`src/rtl/instruction_fetcher_pkg.sv`:
```
// Shared types and constants for the instruction fetcher: address width,
// RISC-V control-flow opcodes and the fetch FSM encoding.
package instruction_fetcher_pkg;

  localparam int RAM_ADR_W = 32;

  localparam logic [6:0] OP_BRANCH = 7'b1100011;
  localparam logic [6:0] OP_JAL    = 7'b1101111;
  localparam logic [6:0] OP_JALR   = 7'b1100111;

  typedef logic [RAM_ADR_W-1:0] adr_t;

  typedef enum logic [2:0] {
    ST_ISSUE,
    ST_WAIT,
    ST_HOLD,
    ST_DROP,
    ST_JSTALL
  } fetch_state_e;

endpackage

```
`src/rtl/instruction_fetcher_if.sv`:
```
// Bundle of the fetcher's i-cache, predictor, decoder, ROB-training and redirect signals.
interface instruction_fetcher_if;
  import instruction_fetcher_pkg::*;

  logic        ic_req_o;
  adr_t        ic_adr_o;
  logic        ic_valid_i;
  logic [31:0] ic_inst_i;

  adr_t        bp_pc_o;
  logic        bp_br_i;
  logic        bp_en_o;
  logic        bp_abr_o;
  adr_t        bp_tpc_o;

  logic        dec_valid_o;
  logic        dec_ready_i;
  logic [31:0] dec_inst_o;
  adr_t        dec_pc_o;
  logic        dec_pred_o;

  logic        rob_br_en_i;
  logic        rob_br_taken_i;
  adr_t        rob_br_pc_i;

  logic        flush_i;
  adr_t        flush_pc_i;

  modport master (
    output ic_req_o, ic_adr_o, bp_pc_o, bp_en_o, bp_abr_o, bp_tpc_o,
    output dec_valid_o, dec_inst_o, dec_pc_o, dec_pred_o,
    input  ic_valid_i, ic_inst_i, bp_br_i, dec_ready_i,
    input  rob_br_en_i, rob_br_taken_i, rob_br_pc_i, flush_i, flush_pc_i
  );

  modport slave (
    input  ic_req_o, ic_adr_o, bp_pc_o, bp_en_o, bp_abr_o, bp_tpc_o,
    input  dec_valid_o, dec_inst_o, dec_pc_o, dec_pred_o,
    output ic_valid_i, ic_inst_i, bp_br_i, dec_ready_i,
    output rob_br_en_i, rob_br_taken_i, rob_br_pc_i, flush_i, flush_pc_i
  );

endinterface

```
`src/rtl/instruction_fetcher_predecode.sv`:
```
// Combinational pre-decode of a returned instruction: classifies control flow,
// extracts B/J immediates and picks the next fetch PC and taken-path flag.
module instruction_fetcher_predecode
  import instruction_fetcher_pkg::*;
(
  input  logic [31:0] inst_i,
  input  adr_t        pc_i,
  input  logic        bp_br_i,
  output logic        is_jalr_o,
  output adr_t        next_pc_o,
  output logic        pred_o
);

  logic signed [RAM_ADR_W-1:0] imm_b;
  logic signed [RAM_ADR_W-1:0] imm_j;

  always_comb begin
    imm_b = {{(RAM_ADR_W-12){inst_i[31]}}, inst_i[7], inst_i[30:25], inst_i[11:8], 1'b0};
    imm_j = {{(RAM_ADR_W-20){inst_i[31]}}, inst_i[19:12], inst_i[20], inst_i[30:21], 1'b0};

    is_jalr_o = 1'b0;
    pred_o    = 1'b0;
    next_pc_o = pc_i + adr_t'(4);

    case (inst_i[6:0])
      OP_BRANCH: begin
        if (bp_br_i) begin
          next_pc_o = pc_i + adr_t'(imm_b);
          pred_o    = 1'b1;
        end
      end
      OP_JAL: begin
        next_pc_o = pc_i + adr_t'(imm_j);
        pred_o    = 1'b1;
      end
      // Target of a JALR is unknown here; fetch parks until a redirect arrives.
      OP_JALR: begin
        is_jalr_o = 1'b1;
        next_pc_o = pc_i;
      end
      default: ;
    endcase
  end

endmodule

```
`src/rtl/instruction_fetcher.sv`:
```
// Fetch stage: owns the PC, issues one i-cache request at a time, pre-decodes the
// return, hands it to the decoder through a one-entry slot and relays ROB training.
module instruction_fetcher
  import instruction_fetcher_pkg::*;
#(
  parameter adr_t RESET_PC = '0
) (
  input  logic                  clk,
  input  logic                  rst,
  input  logic                  en,
  instruction_fetcher_if.master bus
);

  fetch_state_e state_q, state_d;
  adr_t         pc_q, pc_d;

  logic         dec_valid_q, dec_valid_d;
  logic         dec_pred_q, dec_pred_d;
  logic [31:0]  dec_inst_q, dec_inst_d;
  adr_t         dec_pc_q, dec_pc_d;

  logic         hold_pred_q, hold_pred_d;
  logic         hold_jalr_q, hold_jalr_d;
  logic [31:0]  hold_inst_q, hold_inst_d;
  adr_t         hold_pc_q, hold_pc_d;

  logic         bp_en_q, bp_en_d;
  logic         bp_abr_q, bp_abr_d;
  adr_t         bp_tpc_q, bp_tpc_d;

  logic         pd_is_jalr;
  adr_t         pd_next_pc;
  logic         pd_pred;
  logic         slot_free;

  instruction_fetcher_predecode u_predecode (
    .inst_i    (bus.ic_inst_i),
    .pc_i      (pc_q),
    .bp_br_i   (bus.bp_br_i),
    .is_jalr_o (pd_is_jalr),
    .next_pc_o (pd_next_pc),
    .pred_o    (pd_pred)
  );

  always_comb begin
    state_d     = state_q;
    pc_d        = pc_q;
    dec_valid_d = dec_valid_q;
    dec_pred_d  = dec_pred_q;
    dec_inst_d  = dec_inst_q;
    dec_pc_d    = dec_pc_q;
    hold_pred_d = hold_pred_q;
    hold_jalr_d = hold_jalr_q;
    hold_inst_d = hold_inst_q;
    hold_pc_d   = hold_pc_q;
    bp_en_d     = bus.rob_br_en_i;
    bp_abr_d    = bus.rob_br_taken_i;
    bp_tpc_d    = bus.rob_br_pc_i;

    slot_free = !dec_valid_q || bus.dec_ready_i;
    if (dec_valid_q && bus.dec_ready_i) dec_valid_d = 1'b0;

    case (state_q)
      ST_ISSUE: begin
        if (slot_free) state_d = ST_WAIT;
      end
      ST_WAIT: begin
        if (bus.ic_valid_i) begin
          pc_d = pd_next_pc;
          if (slot_free) begin
            dec_valid_d = 1'b1;
            dec_inst_d  = bus.ic_inst_i;
            dec_pc_d    = pc_q;
            dec_pred_d  = pd_pred;
            state_d     = pd_is_jalr ? ST_JSTALL : ST_ISSUE;
          end else begin
            hold_inst_d = bus.ic_inst_i;
            hold_pc_d   = pc_q;
            hold_pred_d = pd_pred;
            hold_jalr_d = pd_is_jalr;
            state_d     = ST_HOLD;
          end
        end
      end
      ST_HOLD: begin
        if (slot_free) begin
          dec_valid_d = 1'b1;
          dec_inst_d  = hold_inst_q;
          dec_pc_d    = hold_pc_q;
          dec_pred_d  = hold_pred_q;
          state_d     = hold_jalr_q ? ST_JSTALL : ST_ISSUE;
        end
      end
      ST_DROP: begin
        if (bus.ic_valid_i) state_d = ST_ISSUE;
      end
      default: ;
    endcase

    // A redirect still has to swallow a return that is in flight but not yet back.
    if (bus.flush_i) begin
      pc_d        = bus.flush_pc_i;
      dec_valid_d = 1'b0;
      state_d     = ((state_q == ST_WAIT || state_q == ST_DROP) && !bus.ic_valid_i)
                    ? ST_DROP : ST_ISSUE;
    end
  end

  always_ff @(posedge clk) begin
    if (rst) begin
      state_q     <= ST_ISSUE;
      pc_q        <= RESET_PC;
      dec_valid_q <= 1'b0;
      dec_pred_q  <= 1'b0;
      hold_pred_q <= 1'b0;
      hold_jalr_q <= 1'b0;
      bp_en_q     <= 1'b0;
      bp_abr_q    <= 1'b0;
    end else if (en) begin
      state_q     <= state_d;
      pc_q        <= pc_d;
      dec_valid_q <= dec_valid_d;
      dec_pred_q  <= dec_pred_d;
      hold_pred_q <= hold_pred_d;
      hold_jalr_q <= hold_jalr_d;
      bp_en_q     <= bp_en_d;
      bp_abr_q    <= bp_abr_d;
    end
  end

  always_ff @(posedge clk) begin
    if (en) begin
      dec_inst_q  <= dec_inst_d;
      dec_pc_q    <= dec_pc_d;
      hold_inst_q <= hold_inst_d;
      hold_pc_q   <= hold_pc_d;
      bp_tpc_q    <= bp_tpc_d;
    end
  end

  assign bus.ic_req_o    = (state_q == ST_WAIT) || (state_q == ST_DROP);
  assign bus.ic_adr_o    = pc_q;
  assign bus.bp_pc_o     = pc_q;
  assign bus.dec_valid_o = dec_valid_q;
  assign bus.dec_inst_o  = dec_inst_q;
  assign bus.dec_pc_o    = dec_pc_q;
  assign bus.dec_pred_o  = dec_pred_q;
  assign bus.bp_en_o     = bp_en_q;
  assign bus.bp_abr_o    = bp_abr_q;
  assign bus.bp_tpc_o    = bp_tpc_q;

endmodule

```
`src/flat_wrapper.sv`:
```
// flat-port wrapper written by rule: the top's interface ports become plain ports
module instruction_fetcher_flat import instruction_fetcher_pkg::*;
#(
  parameter adr_t RESET_PC = '0
)
  (clk, rst, en, bus_ic_req_o, bus_ic_adr_o, bus_bp_pc_o, bus_bp_en_o, bus_bp_abr_o, bus_bp_tpc_o, bus_dec_valid_o, bus_dec_inst_o, bus_dec_pc_o, bus_dec_pred_o, bus_ic_valid_i, bus_ic_inst_i, bus_bp_br_i, bus_dec_ready_i, bus_rob_br_en_i, bus_rob_br_taken_i, bus_rob_br_pc_i, bus_flush_i, bus_flush_pc_i);
  instruction_fetcher_if bus_i ();
  input  logic clk;
  input  logic rst;
  input  logic en;
  output wire logic [$bits(bus_i.ic_req_o)-1:0] bus_ic_req_o;
  output wire logic [$bits(bus_i.ic_adr_o)-1:0] bus_ic_adr_o;
  output wire logic [$bits(bus_i.bp_pc_o)-1:0] bus_bp_pc_o;
  output wire logic [$bits(bus_i.bp_en_o)-1:0] bus_bp_en_o;
  output wire logic [$bits(bus_i.bp_abr_o)-1:0] bus_bp_abr_o;
  output wire logic [$bits(bus_i.bp_tpc_o)-1:0] bus_bp_tpc_o;
  output wire logic [$bits(bus_i.dec_valid_o)-1:0] bus_dec_valid_o;
  output wire logic [$bits(bus_i.dec_inst_o)-1:0] bus_dec_inst_o;
  output wire logic [$bits(bus_i.dec_pc_o)-1:0] bus_dec_pc_o;
  output wire logic [$bits(bus_i.dec_pred_o)-1:0] bus_dec_pred_o;
  input wire logic [$bits(bus_i.ic_valid_i)-1:0] bus_ic_valid_i;
  input wire logic [$bits(bus_i.ic_inst_i)-1:0] bus_ic_inst_i;
  input wire logic [$bits(bus_i.bp_br_i)-1:0] bus_bp_br_i;
  input wire logic [$bits(bus_i.dec_ready_i)-1:0] bus_dec_ready_i;
  input wire logic [$bits(bus_i.rob_br_en_i)-1:0] bus_rob_br_en_i;
  input wire logic [$bits(bus_i.rob_br_taken_i)-1:0] bus_rob_br_taken_i;
  input wire logic [$bits(bus_i.rob_br_pc_i)-1:0] bus_rob_br_pc_i;
  input wire logic [$bits(bus_i.flush_i)-1:0] bus_flush_i;
  input wire logic [$bits(bus_i.flush_pc_i)-1:0] bus_flush_pc_i;
  assign bus_ic_req_o = bus_i.ic_req_o;
  assign bus_ic_adr_o = bus_i.ic_adr_o;
  assign bus_bp_pc_o = bus_i.bp_pc_o;
  assign bus_bp_en_o = bus_i.bp_en_o;
  assign bus_bp_abr_o = bus_i.bp_abr_o;
  assign bus_bp_tpc_o = bus_i.bp_tpc_o;
  assign bus_dec_valid_o = bus_i.dec_valid_o;
  assign bus_dec_inst_o = bus_i.dec_inst_o;
  assign bus_dec_pc_o = bus_i.dec_pc_o;
  assign bus_dec_pred_o = bus_i.dec_pred_o;
  assign bus_i.ic_valid_i = bus_ic_valid_i;
  assign bus_i.ic_inst_i = bus_ic_inst_i;
  assign bus_i.bp_br_i = bus_bp_br_i;
  assign bus_i.dec_ready_i = bus_dec_ready_i;
  assign bus_i.rob_br_en_i = bus_rob_br_en_i;
  assign bus_i.rob_br_taken_i = bus_rob_br_taken_i;
  assign bus_i.rob_br_pc_i = bus_rob_br_pc_i;
  assign bus_i.flush_i = bus_flush_i;
  assign bus_i.flush_pc_i = bus_flush_pc_i;
  instruction_fetcher #(.RESET_PC(RESET_PC)) u_core (.clk(clk), .rst(rst), .en(en), .bus(bus_i));
endmodule
```
`config.mk`:
```
export PLATFORM = sky130hd
export DESIGN_NAME = instruction_fetcher_flat
export DESIGN_NICKNAME = d
export VERILOG_FILES = /design/src/rtl/instruction_fetcher_pkg.sv /design/src/rtl/instruction_fetcher_if.sv /design/src/rtl/instruction_fetcher_predecode.sv /design/src/rtl/instruction_fetcher.sv /design/src/flat_wrapper.sv
export SDC_FILE = /design/constraint.sdc
export NUM_CORES = 1
export LEC_CHECK = 0
export ABC_AREA = 1
export CAP_MARGIN = 20
export CELL_PAD_IN_SITES_DETAIL_PLACEMENT = 1
export CELL_PAD_IN_SITES_GLOBAL_PLACEMENT = 1
export CORE_MARGIN = 2
export CORE_UTILIZATION = 34
export CTS_CLUSTER_SIZE = 24
export DETAILED_ROUTE_END_ITERATION = 6
export MAX_ROUTING_LAYER = met4
export PLACE_DENSITY = 0.8
export SYNTH_ARGS = -nofsm -noshare
export SYNTH_HDL_FRONTEND = slang
export SYNTH_SLANG_ARGS = --single-unit
```
`constraint.sdc`:
```
create_clock -name clk -period 6 [get_ports clk]
set_input_delay 0.6 -clock clk [delete_from_list [all_inputs] [get_ports clk]]
set_output_delay 0.6 -clock clk [all_outputs]
set_load 0.01 [all_outputs]
```
==> impl_metrics.py <==
metrics = {
    "detailed_routing": {
        "totalWireLength_mm": 51.6,
        "drtPass1Iterations": 5,
        "met1_length_mm": 21.7,
        "top_layer_used": "met4",
        "wl_met3_mm": 3.32,
        "detail_route.wl_per_cell_um": 21.4,
        "met2_wirelength_mm": 24.8,
        "post_route_ant_nets": 0,
        "first_iter_violations": 701,
        "drt-vias-per-instance": 5.25,
        "num_vias": 12600,
        "drc": 0,
    },
    "cts": {
        "clock_latency_at_the_later_pin_of_the_worst_skew_pair_ps": 550,
        "post_cts_resize_count": 0,
        "clock_tree.htree_level_count": 1,
        "tritoncts_clock_tree": "yes",
        "numClockSinks": 201,
        "holdBufCountCts": 0,
        "tritoncts_buffer_count": 23,
        "clk_root_buffer_cell": "clkbuf_16",
        "cts.repair_timing.setup_buffer_count": 0,
        "clock_tree.buffer_depth": 3,
        "clk_pin_slew_ps": 70,
    },
    "power": {
        "p_int_mw": 2.73,
        "p_per_area_mw_per_mm2": 239,
        "total_leakage_power_nw": 7.06,
        "share_clk_of_total_power_pct": 36.6,
        "comb_power_share_pct": 20.9,
        "power.switching_mw": 1.17,
        "power_frac_seq_pct": 42.5,
        "swShare_pct": 29.9,
        "ir_worst_vdd_uv": 157,
    },
    "final_layout": {
        "seqCellArea_mm2": 0.00563,
        "fillCellCount": 4483,
        "multi_input_comb_area_mm2": 0.00578,
        "utilization_pct": 44.6,
        "antenna_cells": 0,
        "fraction_of_layout_cells_with_a_size_suffix_above_1_pct": 4.02,
        "post-route-cell-area_mm2": 0.0163,
        "area_growth_pct": 29.2,
        "design.final.nets": 2074,
    },
    "synthesis": {
        "yosys_warnings": 0,
        "ys_ff_latch": 201,
        "post-synth-top-count-cell": "nand2_1",
        "synth_enable_flop_cells": 160,
        "ys.flop_type": "edfxtp_1",
        "synth.yosys.seq_area_share_pct": 44.5,
        "netlist_instances": 1690,
        "synth_top_cell_area_share_pct": 38.0,
        "mappedNetlistNets": 1841,
        "post_synthesis_instance_area_mm2": 0.0126,
        "asyncSetResetFlopFracSynth_pct": 0,
        "synth.cells.most_frequent": "nand2_1, inv_1, edfxtp_1",
        "synth_top_cells_by_area": "edfxtp_1, nand2_1, dfxtp_1",
        "synth_top_cell_by_area": "edfxtp_1",
        "synth.distinct_cells": 47,
        "per_instance_average_area_after_synthesis_um2": 7.47,
    },
    "setup_path": {
        "worstPathMaxFanout": 19,
        "critical_path_class": "in -> reg",
        "timing.critical_path.required_ps": 6430,
        "timing.critical_path.to_type": "flip-flop",
        "worst-endpoint-arrival_ps": 3470,
        "critPathLaunchType": "primary input",
    },
    "sta": {
        "timing_worst_slew_pin_value_ps": 944,
        "timing.max_slew.rel_slack_pct": 37.1,
        "highest_clock_rate_ghz": 0.328,
        "grt_setup_unrepaired": "no",
        "hold_violation_total_from_the_final_report": 0,
        "finalSetupTns_ps": 0,
        "skew_ps": 24.0,
        "drv_slew": 0,
        "setup_viol_count_final": 0,
        "period_needed_ps": 3040,
        "finalCritPeriodShare_pct": 50.7,
    },
    "grt": {
        "grt_first_pass_wirelength_mm": 76.8,
        "number_of_antenna_violations_at_the_first_check_in_global_routing": 0,
        "grt.overflow.total": 0,
        "first_global_vias": 12800,
        "maximum_number_of_pins_on_one_net_before_global_route_repair": 98,
        "globalRouteTotalUtil_pct": 26.9,
    },
    "outcome": {
        "status": "finished, final reports clean",
    },
    "floorplan": {
        "placement_rows": 70,
        "core-area_mm2": 0.0366,
        "boundary_pin_count": 270,
        "fp.dieH_um": 197,
        "die-area_mm2": 0.0387,
        "effective_utilization_at_floorplan_pct": 34.5,
        "floorplan.die.width_um": 197,
    },
    "placed_design": {
        "port-buffer-count": 269,
        "globalplace.congestion": 0.936,
        "estimated_wirelength_of_the_detail_placed_design_mm": 40.6,
        "cell_area_after_placement_mm2": 0.0156,
    },
    "worst_hold_path": {
        "worst_hold_path_type": "reg -> reg",
    },
    "flow_run": {
        "max-cap-violations": 0,
    },
}
[through the flow]
| step | power [mW] | hold WS, ps | instances | setup WS, ps |
|---|---|---|---|---|
| floorplan | 2.08 | 456 | 1690 | 4.53 |
| global placement | 2.47 | 476 | 2365 | 2340 |
| detailed placement | 2.50 | 481 | 2366 | 2410 |
| CTS | 3.93 | 520 | 2408 | 2990 |
| global route | 4.06 | 533 | 2408 | 2710 |
| finish | 3.90 | 511 | 2408 | 2960 |
[worst max-delay path: stages]
cell,delay (ps)
clkdlybuf4s50_1,510
buf_4,270
ha_1,470
nand2_1,170
inv_1,130
nand2_1,140
nor3_1,320
nand4_1,250
nand3_1,130
nand2_1,50
nand3_1,160
nand3_1,110
nand2_1,70
a21oi_1,60
[cell usage in the layout, fill, tap and decap left out, types with 8 or more instances in the layout]
| master | instances |
|---|---|
| edfxtp_1 | 160 |
| nand2_1 | 595 |
| o21bai_1 | 9 |
| o21ai_1 | 9 |
| clkbuf_16 | 23 |
| nor3_1 | 14 |
| dfxtp_1 | 41 |
| a31oi_1 | 9 |
| buf_4 | 11 |
| ha_1 | 44 |
| nor2_1 | 136 |
| nand3_1 | 120 |
| inv_1 | 204 |
| a21oi_1 | 96 |
| nand3b_1 | 8 |
| o21ai_0 | 79 |
| clkdlybuf4s50_1 | 268 |
| xor2_1 | 10 |
| nand4_1 | 24 |
[power groups by stage]
stage / combinational [mW] / clock, mW / sequential, mW
5_1_grt: 0.892 / 1.50 / 1.66
4_1_cts: 0.816 / 1.46 / 1.66
2_1_floorplan: 0.398 / 0 / 1.69
6_report: 0.813 / 1.43 / 1.66
3_3_place_gp: 0.788 / 0 / 1.68
3_5_place_dp: 0.810 / 0 / 1.69
[cell families after synthesis]
group | share of synthesized area, %
compound gates | 9.94
xor+xnor | 0.693
fa+ha+maj | 4.68
simple gates | 30.3
flops | 44.5
buf+inv | 9.83
[path summary, 6_finish.rpt]
path,endpoint,cells after the start,slack (ps),start
worst max-delay path,u_core.bus.bp_pc_o[24],14,2960,bus_ic_inst_i[31]
worst min-delay path,u_core.bus.dec_pred_o,2,510,u_core.hold_pred_q
worst max register to register,u_core.bus.dec_inst_o[15],5,3100,u_core.state_q[2]
worst min register to register,u_core.bus.dec_pred_o,2,510,u_core.hold_pred_q
[cell type report]
type                       instances  area share [%]
clock inverter                    15           0.858
sequential                       201            34.5
inverter                         210            4.83
timing repair buffer             281            17.1
tap                              468            3.59
multi-input combinational       1206            35.4
clock buffer                      27            3.74
[registers in the layout, indices dropped and copies added, names as in the netlist]
name                    cells
u_core.bus.bp_abr_o         1
u_core.bus.bp_en_o          1
u_core.bus.bp_pc_o         32
u_core.bus.bp_tpc_o        32
u_core.bus.dec_inst_o      32
u_core.bus.dec_pc_o        32
u_core.bus.dec_pred_o       1
u_core.bus.dec_valid_o      1
u_core.hold_inst_q         32
u_core.hold_jalr_q          1
u_core.hold_pc_q           32
u_core.hold_pred_q          1
u_core.state_q              3
[layer usage]
layer,global-route usage (%),up-vias
met2,45.7,436
met1,33.0,6131
met5,-,-
met3,3.95,96
met4,8.86,0
li1,-,5980
Power figures use the tool's default switching activity.
